File: src/rtl/mult8_seq_ctrl_pkg.sv
// Shared types and constants for the sequential 8x8 multiplier.
// Imported by the control block and its add/sub stage.
package mult_pkg;

    localparam int N = 8;
    localparam logic [2:0] LAST_ITER = 3'd7;

    typedef enum logic [2:0] {
        IDLE,
        START,
        ADD,
        SHIFT,
        HOLD
    } state_t;

endpackage

File: src/rtl/add_sub.sv
// 9-bit add/sub stage: A +/- S with both operands sign-extended.
// Sub selects two's-complement negation of S.
module add_sub
    import mult_pkg::*;
(
    input  logic [N-1:0] A,
    input  logic [N-1:0] S,
    input  logic         Sub,
    output logic [N:0]   Sum
);

    logic [N:0] a_ext;
    logic [N:0] s_ext;
    logic [N:0] s_op;

    // Sign-extend both operands and negate S on subtract
    always_comb begin
        a_ext = {A[N-1], A};
        s_ext = {S[N-1], S};
        s_op  = Sub ? (~s_ext + 9'd1) : s_ext;
        Sum   = a_ext + s_op;
    end

endmodule

File: src/rtl/mult8_seq_ctrl.sv
// Sequential two's-complement shift-add multiplier control.
// Owns X/A/B/S registers and the IDLE..HOLD FSM.
module mult8_seq_ctrl
    import mult_pkg::*;
(
    input  logic         Clk,
    input  logic         Reset_n,
    input  logic         Run,
    input  logic         ClearA_LoadB,
    input  logic [N-1:0] Sw,
    output logic [N-1:0] Aval,
    output logic [N-1:0] Bval,
    output logic         Xval,
    output logic         Done
);

    state_t        state_q, state_d;
    logic [N-1:0]  a_q, a_d;
    logic [N-1:0]  b_q, b_d;
    logic [N-1:0]  s_q, s_d;
    logic          x_q, x_d;
    logic [2:0]    cnt_q, cnt_d;
    logic          sub;
    logic [N:0]    sum;

    // Final iteration subtracts to weight a negative multiplier's MSB
    assign sub = (cnt_q == LAST_ITER);

    add_sub u_add_sub (
        .A   (a_q),
        .S   (s_q),
        .Sub (sub),
        .Sum (sum)
    );

    // FSM state register
    always_ff @(posedge Clk or negedge Reset_n) begin
        if (!Reset_n) state_q <= IDLE;
        else          state_q <= state_d;
    end

    // Datapath registers
    always_ff @(posedge Clk or negedge Reset_n) begin
        if (!Reset_n) begin
            a_q   <= '0;
            b_q   <= '0;
            s_q   <= '0;
            x_q   <= 1'b0;
            cnt_q <= '0;
        end else begin
            a_q   <= a_d;
            b_q   <= b_d;
            s_q   <= s_d;
            x_q   <= x_d;
            cnt_q <= cnt_d;
        end
    end

    // Next-state and datapath update; Run has priority over load in IDLE
    always_comb begin
        state_d = state_q;
        a_d     = a_q;
        b_d     = b_q;
        s_d     = s_q;
        x_d     = x_q;
        cnt_d   = cnt_q;
        unique case (state_q)
            IDLE: begin
                if (Run) begin
                    state_d = START;
                end else if (ClearA_LoadB) begin
                    a_d = '0;
                    x_d = 1'b0;
                    b_d = Sw;
                end
            end
            START: begin
                a_d     = '0;
                x_d     = 1'b0;
                s_d     = Sw;
                cnt_d   = '0;
                state_d = ADD;
            end
            ADD: begin
                if (b_q[0]) {x_d, a_d} = sum;
                state_d = SHIFT;
            end
            SHIFT: begin
                {x_d, a_d, b_d} = {x_q, x_q, a_q, b_q[N-1:1]};
                cnt_d   = cnt_q + 3'd1;
                state_d = (cnt_q == LAST_ITER) ? HOLD : ADD;
            end
            HOLD: begin
                if (!Run) state_d = IDLE;
            end
            default: state_d = IDLE;
        endcase
    end

    assign Aval = a_q;
    assign Bval = b_q;
    assign Xval = x_q;
    assign Done = (state_q == HOLD);

endmodule

File: config.mk
export PLATFORM = sky130hd
export DESIGN_NAME = mult8_seq_ctrl
export DESIGN_NICKNAME = d
export VERILOG_FILES = /design/src/rtl/mult8_seq_ctrl_pkg.sv /design/src/rtl/add_sub.sv /design/src/rtl/mult8_seq_ctrl.sv
export SDC_FILE = /design/constraint.sdc
export NUM_CORES = 1
export LEC_CHECK = 0
export BUFFER_PORTS_ARGS = -buffer_cell sky130_fd_sc_hd__buf_2
export CAP_MARGIN = 40
export CORE_ASPECT_RATIO = 0.6
export CORE_MARGIN = 4
export CORE_UTILIZATION = 40
export CTS_BUF_LIST = sky130_fd_sc_hd__clkbuf_4 sky130_fd_sc_hd__clkbuf_8
export CTS_CLUSTER_DIAMETER = 150
export DETAILED_ROUTE_END_ITERATION = 8
export PLACE_DENSITY = 0.68
export SYNTH_ARGS = -nofsm -noshare
export SYNTH_HDL_FRONTEND = slang
export SYNTH_SLANG_ARGS = --single-unit
File: constraint.sdc
create_clock -name Clk -period 2.7 [get_ports Clk]
set_input_delay 0.405 -clock Clk [delete_from_list [all_inputs] [get_ports Clk]]
set_output_delay 0.405 -clock Clk [all_outputs]
set_load 0.01 [all_outputs]
==> results.ini, run 1 <==
[timing]
final_max_slew_viol_count = 0
skew_ns = 0.00409
min_period_ns = 2.56
hold-worst-slack_ns = 0.157
worst_pin_slew_ns = 0.702
setup_viol = 0
hold_violations = 0
post-route-period-util_pct = 94.8
relSlewSlack_pct = 53.2
max_freq_ghz = 0.391

[cts]
clock-root-buffer = clkbuf_8
tritoncts = yes
insertion_delay_ns = 0.29
cts_sinks = 31
cts_inserted_buffers = 5
htree_levels = 2
cts_hold_buffers = 0
clock_path_buffers = 2
clkTransAtPathRegs_ns = 0.07

[synthesis]
synth_top_area_share_pct = 39.9
synth_cells = 199
synth_cell_type_count = 44
synthTopCellsByArea = dfrtp_1 (40%), ha_1 (8.4%), a21oi_1 (5.4%)
yosys.area.top_type = dfrtp_1
ys_seq_area_share_pct = 39.9
synth_common_cells = dfrtp_1 (31), a21oi_1 (21), nand2_1 (18), nor2_1 (18), ha_1 (13)
synth.net_count = 225
avgSynthCellArea_um2 = 9.76
syn_area_um2 = 1940
ys_warn_count = 0
synthArstFlopShare_pct = 100
synth_enable_flop_cells = 0
yosys_register_bits = 31
synth_flop_cell = dfrtp_1
yosysMostFrequentCell = dfrtp_1

[layout]
drive_gt1_share_pct = 29.0
nNetsFinal = 267
fill_cells = 462
finalInstanceArea_um2 = 2350
syn_to_final_growth_pct = 21.1
diodes = 0
fin_cells = 304

[place]
io_buffers = 29
place.gp.congestion = 0.900
hpwl_um = 3290
dp.cells = 295
post_dp_cell_area_um2 = 2220

[critical_path]
rr_startpoint = s_q[2]
critPathArrivalTime_ns = 2.74
r2r_setup_slack_ns = 0.14
cp_top_family = compound AO/OA/AOI/OAI gates
startpoint = s_q[2]
cp.required_ns = 2.88
critPathLaunchType = flip-flop
crit_slowest_cell = or4_4
cpMostUsedCell = xnor2_1
crit_fanout = 3
endpoint = Xval
worstPathCellList = or4_4, o41ai_1, xnor2_1, ha_1, buf_4, a2111oi_4, xnor2_1, o21ai_2
max_stage_delay_ns = 0.55
crit_cells = 8
path_class = reg2reg
cp_num_buf_inv = 1
end_kind = flip-flop
reg2reg_to = Xval
r2r_cells = 8

[routing]
wl_um = 4430
initialDrtViolationCount = 71
ant_nets = 0
wl_per_cell_um = 14.6
firstDrtPassIters = 4
avgViaCountPerCell = 5.26
drcViolationCount = 0
vias = 1600

[power]
switching_share_pct = 45.1
p_leak_nw = 1.08
switchingPower_mw = 1.68
power.internal_mw = 2.05
power_frac_seq_pct = 26.0
vdd.ir_drop.worst_uv = 878
p_comb_share_pct = 63.9
power_frac_clock_pct = 10.2
p_per_area_nw_per_um2 = 1590

[global_route]
grt_overflow = 0
grt_pass1_wl_um = 7330
grt_use_total_pct = 15.6
grt_max_degree = 32
antenna_found_initial = 0
grt_pass1_vias = 1480

[die]
fp.dieH_um = 62.0
initial_core_util_pct = 41.9
rows = 19
core_area_um2 = 4640
dieArea_um2 = 6070
die_x_um = 98.0
ios = 30

[run_status]
status = finished, final reports clean

[flow_run]
maxCapViolations = 0

[worst_hold_path]
hp-class = in2async

==> flip-flops by register name (all words and copies together) (netlist names) <==
name,count
Aval,8
s_q,8
state_q,3
Bval,8
cnt_q,3
Xval,1
==> power by group through the flow <==
stage	combinational (mW)	sequential (mW)	clock (mW)
final	2.38	0.968	0.379
after global routing	2.69	1.01	0.412
after CTS	2.32	0.960	0.387
after detailed placement	2.30	0.964	0
after global placement	2.27	0.959	0
after floorplan	1.65	0.953	0
==> cell families (layout without fill, tap and decap cells) <==
kind of cell	after synthesis	in the layout	synth area share, %
multiplexers	15	15	8.12
AO/OA/AOI/OAI	57	57	18.9
flip-flops	31	31	39.9
adder cells (fa/ha/maj)	14	14	9.41
buffers and inverters	12	54	2.83
XOR/XNOR	13	13	5.86
AND/OR/NAND/NOR	57	57	14.9
==> per-layer routing <==
layer / GRT usage, % / up-vias / routed length (µm)
li1: - / 794 / -
met1: 23.5 / 759 / 2420
met2: 21.6 / 41 / 1770
met3: 4.12 / 6 / 201
met4: 5.33 / 0 / 47
met5: 0 / - / 0
==> through the flow <==
step	TNS (ns)	utilization (%)	power (mW)	worst slack, ns
after floorplan	0	-	2.61	0.130
after global routing	-0.0323	50.7	4.11	-0.0321
after CTS	0	49.8	3.67	0.00488
after detailed placement	-0.0280	47.8	3.26	-0.0280
final	0	50.7	3.73	0.140
after global placement	0	47.8	3.23	0.0612
==> worst min path at each step <==
stage | to | slack, ns | cells past startpoint | start
after floorplan | Aval[0] | 0.11 | 0 | Reset_n
after global placement | cnt_q[1] | 0.47 | 2 | cnt_q[1]
after detailed placement | cnt_q[1] | 0.49 | 2 | cnt_q[1]
after CTS | state_q[2] | 0.19 | 1 | Reset_n
after global routing | Aval[7] | 0.23 | 1 | Reset_n
final | Aval[4] | 0.16 | 1 | Reset_n
==> placed cells by master, fill, tap and decap left out, types with 2 or more instances in the layout <==
master / synthesis / layout
o21ai_2: 2 / 3
mux2_2: 6 / 6
a31oi_1: 3 / 3
nand2_1: 18 / 18
o31ai_1: 3 / 2
dfrtp_1: 31 / 31
a21oi_1: 21 / 21
a21o_1: 2 / 2
mux2i_1: 9 / 9
a22oi_1: 5 / 5
nor3_1: 2 / 2
ha_1: 13 / 12
inv_1: 4 / 4
xor2_1: 5 / 5
buf_4: 1 / 14
nor2_1: 18 / 18
nand2b_1: 5 / 5
o21ai_0: 12 / 11
clkbuf_8: 0 / 6
buf_2: 5 / 29
nor2b_1: 2 / 2
xnor2_1: 8 / 8
==> layout make-up <==
class / instances / area [µm²] / area share (%)
tap: 63 / 78.8 / 3.35
clock buffer: 6 / 82.6 / 3.51
multi-input combinational: 156 / 1140 / 48.6
timing repair buffer: 43 / 250 / 10.6
clock inverter: 1 / 5.00 / 0.213
sequential: 31 / 776 / 33.0
inverter: 4 / 15.0 / 0.639
==> worst reg2reg max path, cell delays in order, from the launching register on <==
cell and delay (ns):
dfrtp_1 0.38, or4_4 0.55, o41ai_1 0.32, xnor2_1 0.17, ha_1 0.28, buf_4 0.16
a2111oi_4 0.35, xnor2_1 0.17, o21ai_2 0.06
==> repair_timing <==
item / in CTS / in global routing
endpoints found under the setup margin: 1 / 4
setup buffers: 0 / 2
pin swaps: 0 / 6
resized for setup: 1 / 7
No activity file was read; power rests on OpenSTA's default activity.
==> run 2, diff against run 1 <==
--- a/config.mk
+++ b/config.mk
@@ -5,15 +5,16 @@
 export SDC_FILE = /design/constraint.sdc
 export NUM_CORES = 1
 export LEC_CHECK = 0
+export ABC_AREA = 1
 export BUFFER_PORTS_ARGS = -buffer_cell sky130_fd_sc_hd__buf_2
 export CAP_MARGIN = 40
 export CORE_ASPECT_RATIO = 0.6
 export CORE_MARGIN = 4
-export CORE_UTILIZATION = 40
+export CORE_UTILIZATION = 53
 export CTS_BUF_LIST = sky130_fd_sc_hd__clkbuf_4 sky130_fd_sc_hd__clkbuf_8
 export CTS_CLUSTER_DIAMETER = 150
 export DETAILED_ROUTE_END_ITERATION = 8
-export PLACE_DENSITY = 0.68
+export PLACE_DENSITY = 0.84
 export SYNTH_ARGS = -nofsm -noshare
 export SYNTH_HDL_FRONTEND = slang
 export SYNTH_SLANG_ARGS = --single-unit
==> results.ini, run 2 <==
[timing]
skew_ns = 0.00960  ; +0.00551 ns
rsz0062_at_grt = false
max_freq_ghz = 0.411  ; +5.3%
min_period_ns = 2.43  ; -0.128 ns
relSlewSlack_pct = 52.3  ; -0.90 points
worst_pin_slew_ns = 0.715  ; +0.0135 ns
setup_viol = 0  ; unchanged
worst_slack_ns = 0.268  ; +0.128 ns
final_max_slew_viol_count = 0  ; unchanged
tns_ns = 0  ; unchanged
post-route-period-util_pct = 90.1  ; -4.7 points
hold_violations = 0  ; unchanged

[layout]
nNetsFinal = 311  ; +16%
fin_cells = 331  ; +8.9%
syn_to_final_growth_pct = 15.4
fill_cells = 301  ; -35%
multi_input_area_um2 = 1060  ; -7.5%
diodes = 0  ; unchanged
final_cell_mix = nand2_1 (52), inv_1 (34), dfrtp_1 (31)
drive_gt1_share_pct = 19.9  ; -9.1 points
fin_util_pct = 67.3  ; +17 points
seq_area_um2 = 776  ; unchanged
final_common_cell = nand2_1

[critical_path]
r2r_cells = 14  ; +6
crit_fanout = 7  ; +4
r2r_setup_slack_ns = 0.27  ; +0.13 ns
reg2reg_to = Aval[7]
cp_top_family = adder cells
cp.required_ns = 2.91  ; +0.03 ns
max_stage_delay_ns = 0.40  ; -0.15 ns
critPathLaunchType = flip-flop
end_kind = flip-flop
critPathArrivalTime_ns = 2.64  ; -0.10 ns
path_class = reg2reg
cp_num_buf_inv = 2  ; +1
cpMostUsedCell = nand2_1
crit_slowest_cell = dfrtp_1
rr_startpoint = cnt_q[0]
worstPathCellList = ha_1, ha_2, inv_2, nor2_2, a21oi_1, xnor2_1, ha_1, nand2_1, inv_1, a21oi_2, nand2_1, nand2_1, nand3_1, a22oi_1

[die]
rows = 16  ; -3
core_area_um2 = 3420  ; -26%
initial_core_util_pct = 58.3  ; +16 points
fp.dieH_um = 55.5  ; -10%
ios = 30  ; unchanged
dieArea_um2 = 4840  ; -20%
die_x_um = 87.2  ; -11%

[global_route]
grt_overflow = 0  ; unchanged
grt_use_total_pct = 21.4  ; +5.8 points
grt_pass1_vias = 1616  ; +9.2%
antenna_found_initial = 0  ; unchanged
grt_pass1_wl_um = 8110  ; +11%
grt_max_degree = 32  ; unchanged

[synthesis]
syn_area_um2 = 1990  ; +2.7%
synth_enable_flop_cells = 0  ; unchanged
yosysMostFrequentCell = nand2_1
ys_seq_area_share_pct = 38.9  ; -1.1 points
synth_common_cells = nand2_1 (52), inv_1 (35), dfrtp_1 (31)
synth.net_count = 279  ; +24%
synth_flop_cell = dfrtp_1
synthTopCellsByArea = dfrtp_1 (39%), nand2_1 (9.8%), ha_1 (8.2%)
synth_cell_type_count = 30  ; -32%
yosys.area.top_type = dfrtp_1
avgSynthCellArea_um2 = 7.88  ; -19%
yosys_register_bits = 31  ; unchanged
ys_warn_count = 0  ; unchanged
synth_cells = 253  ; +27%
synth_top_area_share_pct = 38.9  ; -1.1 points
synthArstFlopShare_pct = 100  ; unchanged

[power]
power_frac_seq_pct = 25.7  ; -0.3 points
power.internal_mw = 1.70  ; -17%
p_comb_share_pct = 59.7  ; -4.2 points
p_total_mw = 3.37  ; -9.8%
vdd.ir_drop.worst_uv = 815  ; -7.2%
p_leak_nw = 1.19  ; +11%
switching_share_pct = 49.5  ; +4.4 points
power_frac_clock_pct = 14.6  ; +4.4 points
switchingPower_mw = 1.67  ; -1.0%
p_per_area_nw_per_um2 = 1460  ; -7.8%

[routing]
vias = 1844  ; +15%
avgViaCountPerCell = 5.57  ; +5.8%
wl_um = 4910  ; +11%
drcViolationCount = 0  ; unchanged
firstDrtPassIters = 4  ; unchanged
wl_per_cell_um = 14.8  ; +1.6%
ant_nets = 0  ; unchanged
initialDrtViolationCount = 144  ; +100%

[cts]
cts_sinks = 31  ; unchanged
clock_path_buffers = 2  ; unchanged
htree_levels = 2  ; unchanged
clkTransAtPathRegs_ns = 0.07  ; about the same
insertion_delay_ns = 0.29  ; about the same
clock-root-buffer = clkbuf_8
tritoncts = yes
cts_hold_buffers = 0  ; unchanged
cts_inserted_buffers = 5  ; unchanged

[place]
io_buffers = 29  ; unchanged
place_ws_ns = 0.168  ; +0.196 ns
hpwl_um = 3630  ; +10%
dp.cells = 323  ; +9.5%
place.gp.congestion = 0.943  ; +4.8%

[run_status]
status = finished, final reports clean

[flow_run]
maxCapViolations = 0  ; unchanged

[worst_hold_path]
hp-class = in2async

run 2: cell count changes in the layout (fill, tap and decap cells not counted), moves of 8 or more:
| cell | previous run | this run |
|---|---|---|
| buf_4 | 14 | 0 |
| inv_1 | 4 | 34 |
| mux2i_1 | 9 | 0 |
| nand2_1 | 18 | 52 |
| nand3_1 | 0 | 16 |
| o211ai_1 | 1 | 9 |
run 2: through the flow:
step           cell area [µm²]  hold slack [ns]
2_1_floorplan             1990            0.109
3_3_place_gp              2170            0.496
3_5_place_dp              2170            0.502
4_1_cts                   2290            0.191
5_1_grt                   2300            0.211
6_report                  2300            0.164
run 2: routing by layer:
layer  up-vias  part of all wire, %  wire (µm)  track usage [%]
met2        79                   39       1930             26.4
met4         0                  1.2         57             6.35
met3         9                  8.5        415             7.58
met5         -                    0          0                0
met1       851                   51       2500             33.9
li1        905                    -          -                -
run 2: final cells by class:
cell class / instances / share of cell area (%)
clock inverter: 2 / 1.52
multi-input combinational: 178 / 45.9
timing repair buffer: 29 / 6.30
sequential: 31 / 33.7
tap: 45 / 2.45
inverter: 40 / 6.52
clock buffer: 6 / 3.59
run 2: power groups by stage:
stage | Sequential (mW) | Clock [mW] | Combinational, mW
global route | 0.898 | 0.516 | 2.24
finish | 0.867 | 0.490 | 2.01
detailed placement | 0.873 | 0 | 1.92
CTS | 0.865 | 0.494 | 1.95
floorplan | 0.899 | 0 | 1.40
global placement | 0.863 | 0 | 1.87
run 2: how the worst max path moves through the flow:
| stage | from | to | slack (ns) | cells past startpoint |
|---|---|---|---|---|
| floorplan | cnt_q[0] | Xval | 0.46 | 14 |
| global placement | cnt_q[0] | Xval | 0.33 | 14 |
| detailed placement | cnt_q[0] | Aval[7] | 0.17 | 14 |
| CTS | cnt_q[0] | Aval[7] | 0.15 | 14 |
| global route | cnt_q[0] | Aval[4] | 0.07 | 11 |
| finish | cnt_q[0] | Aval[7] | 0.27 | 14 |
run 2: timing repair:
action                                  in CTS  in global routing
buffers inserted                             0                  0
endpoints found under the setup margin       0                  3
resized for setup                            0                  5
run 2: worst reg2reg max path, delay by kind of cell (launching register included):
kind,cells,cell delay [ns]
DFF,1,0.40
AOI/OAI and AO/OA,3,0.47
adders and majority gates,3,0.75
buffers and inverters,2,0.18
and+or+nand+nor,5,0.39
xor gates and xnor gates,1,0.16
run 2: kinds of logic after synthesis:
family	Yosys count	synth area share, %
xor gates and xnor gates	6	2.63
AOI/OAI and AO/OA	59	17.9
buffers and inverters	44	8.78
and+or+nand+nor	97	21.5
adders and majority gates	14	9.16
muxes	2	1.13
DFF	31	38.9
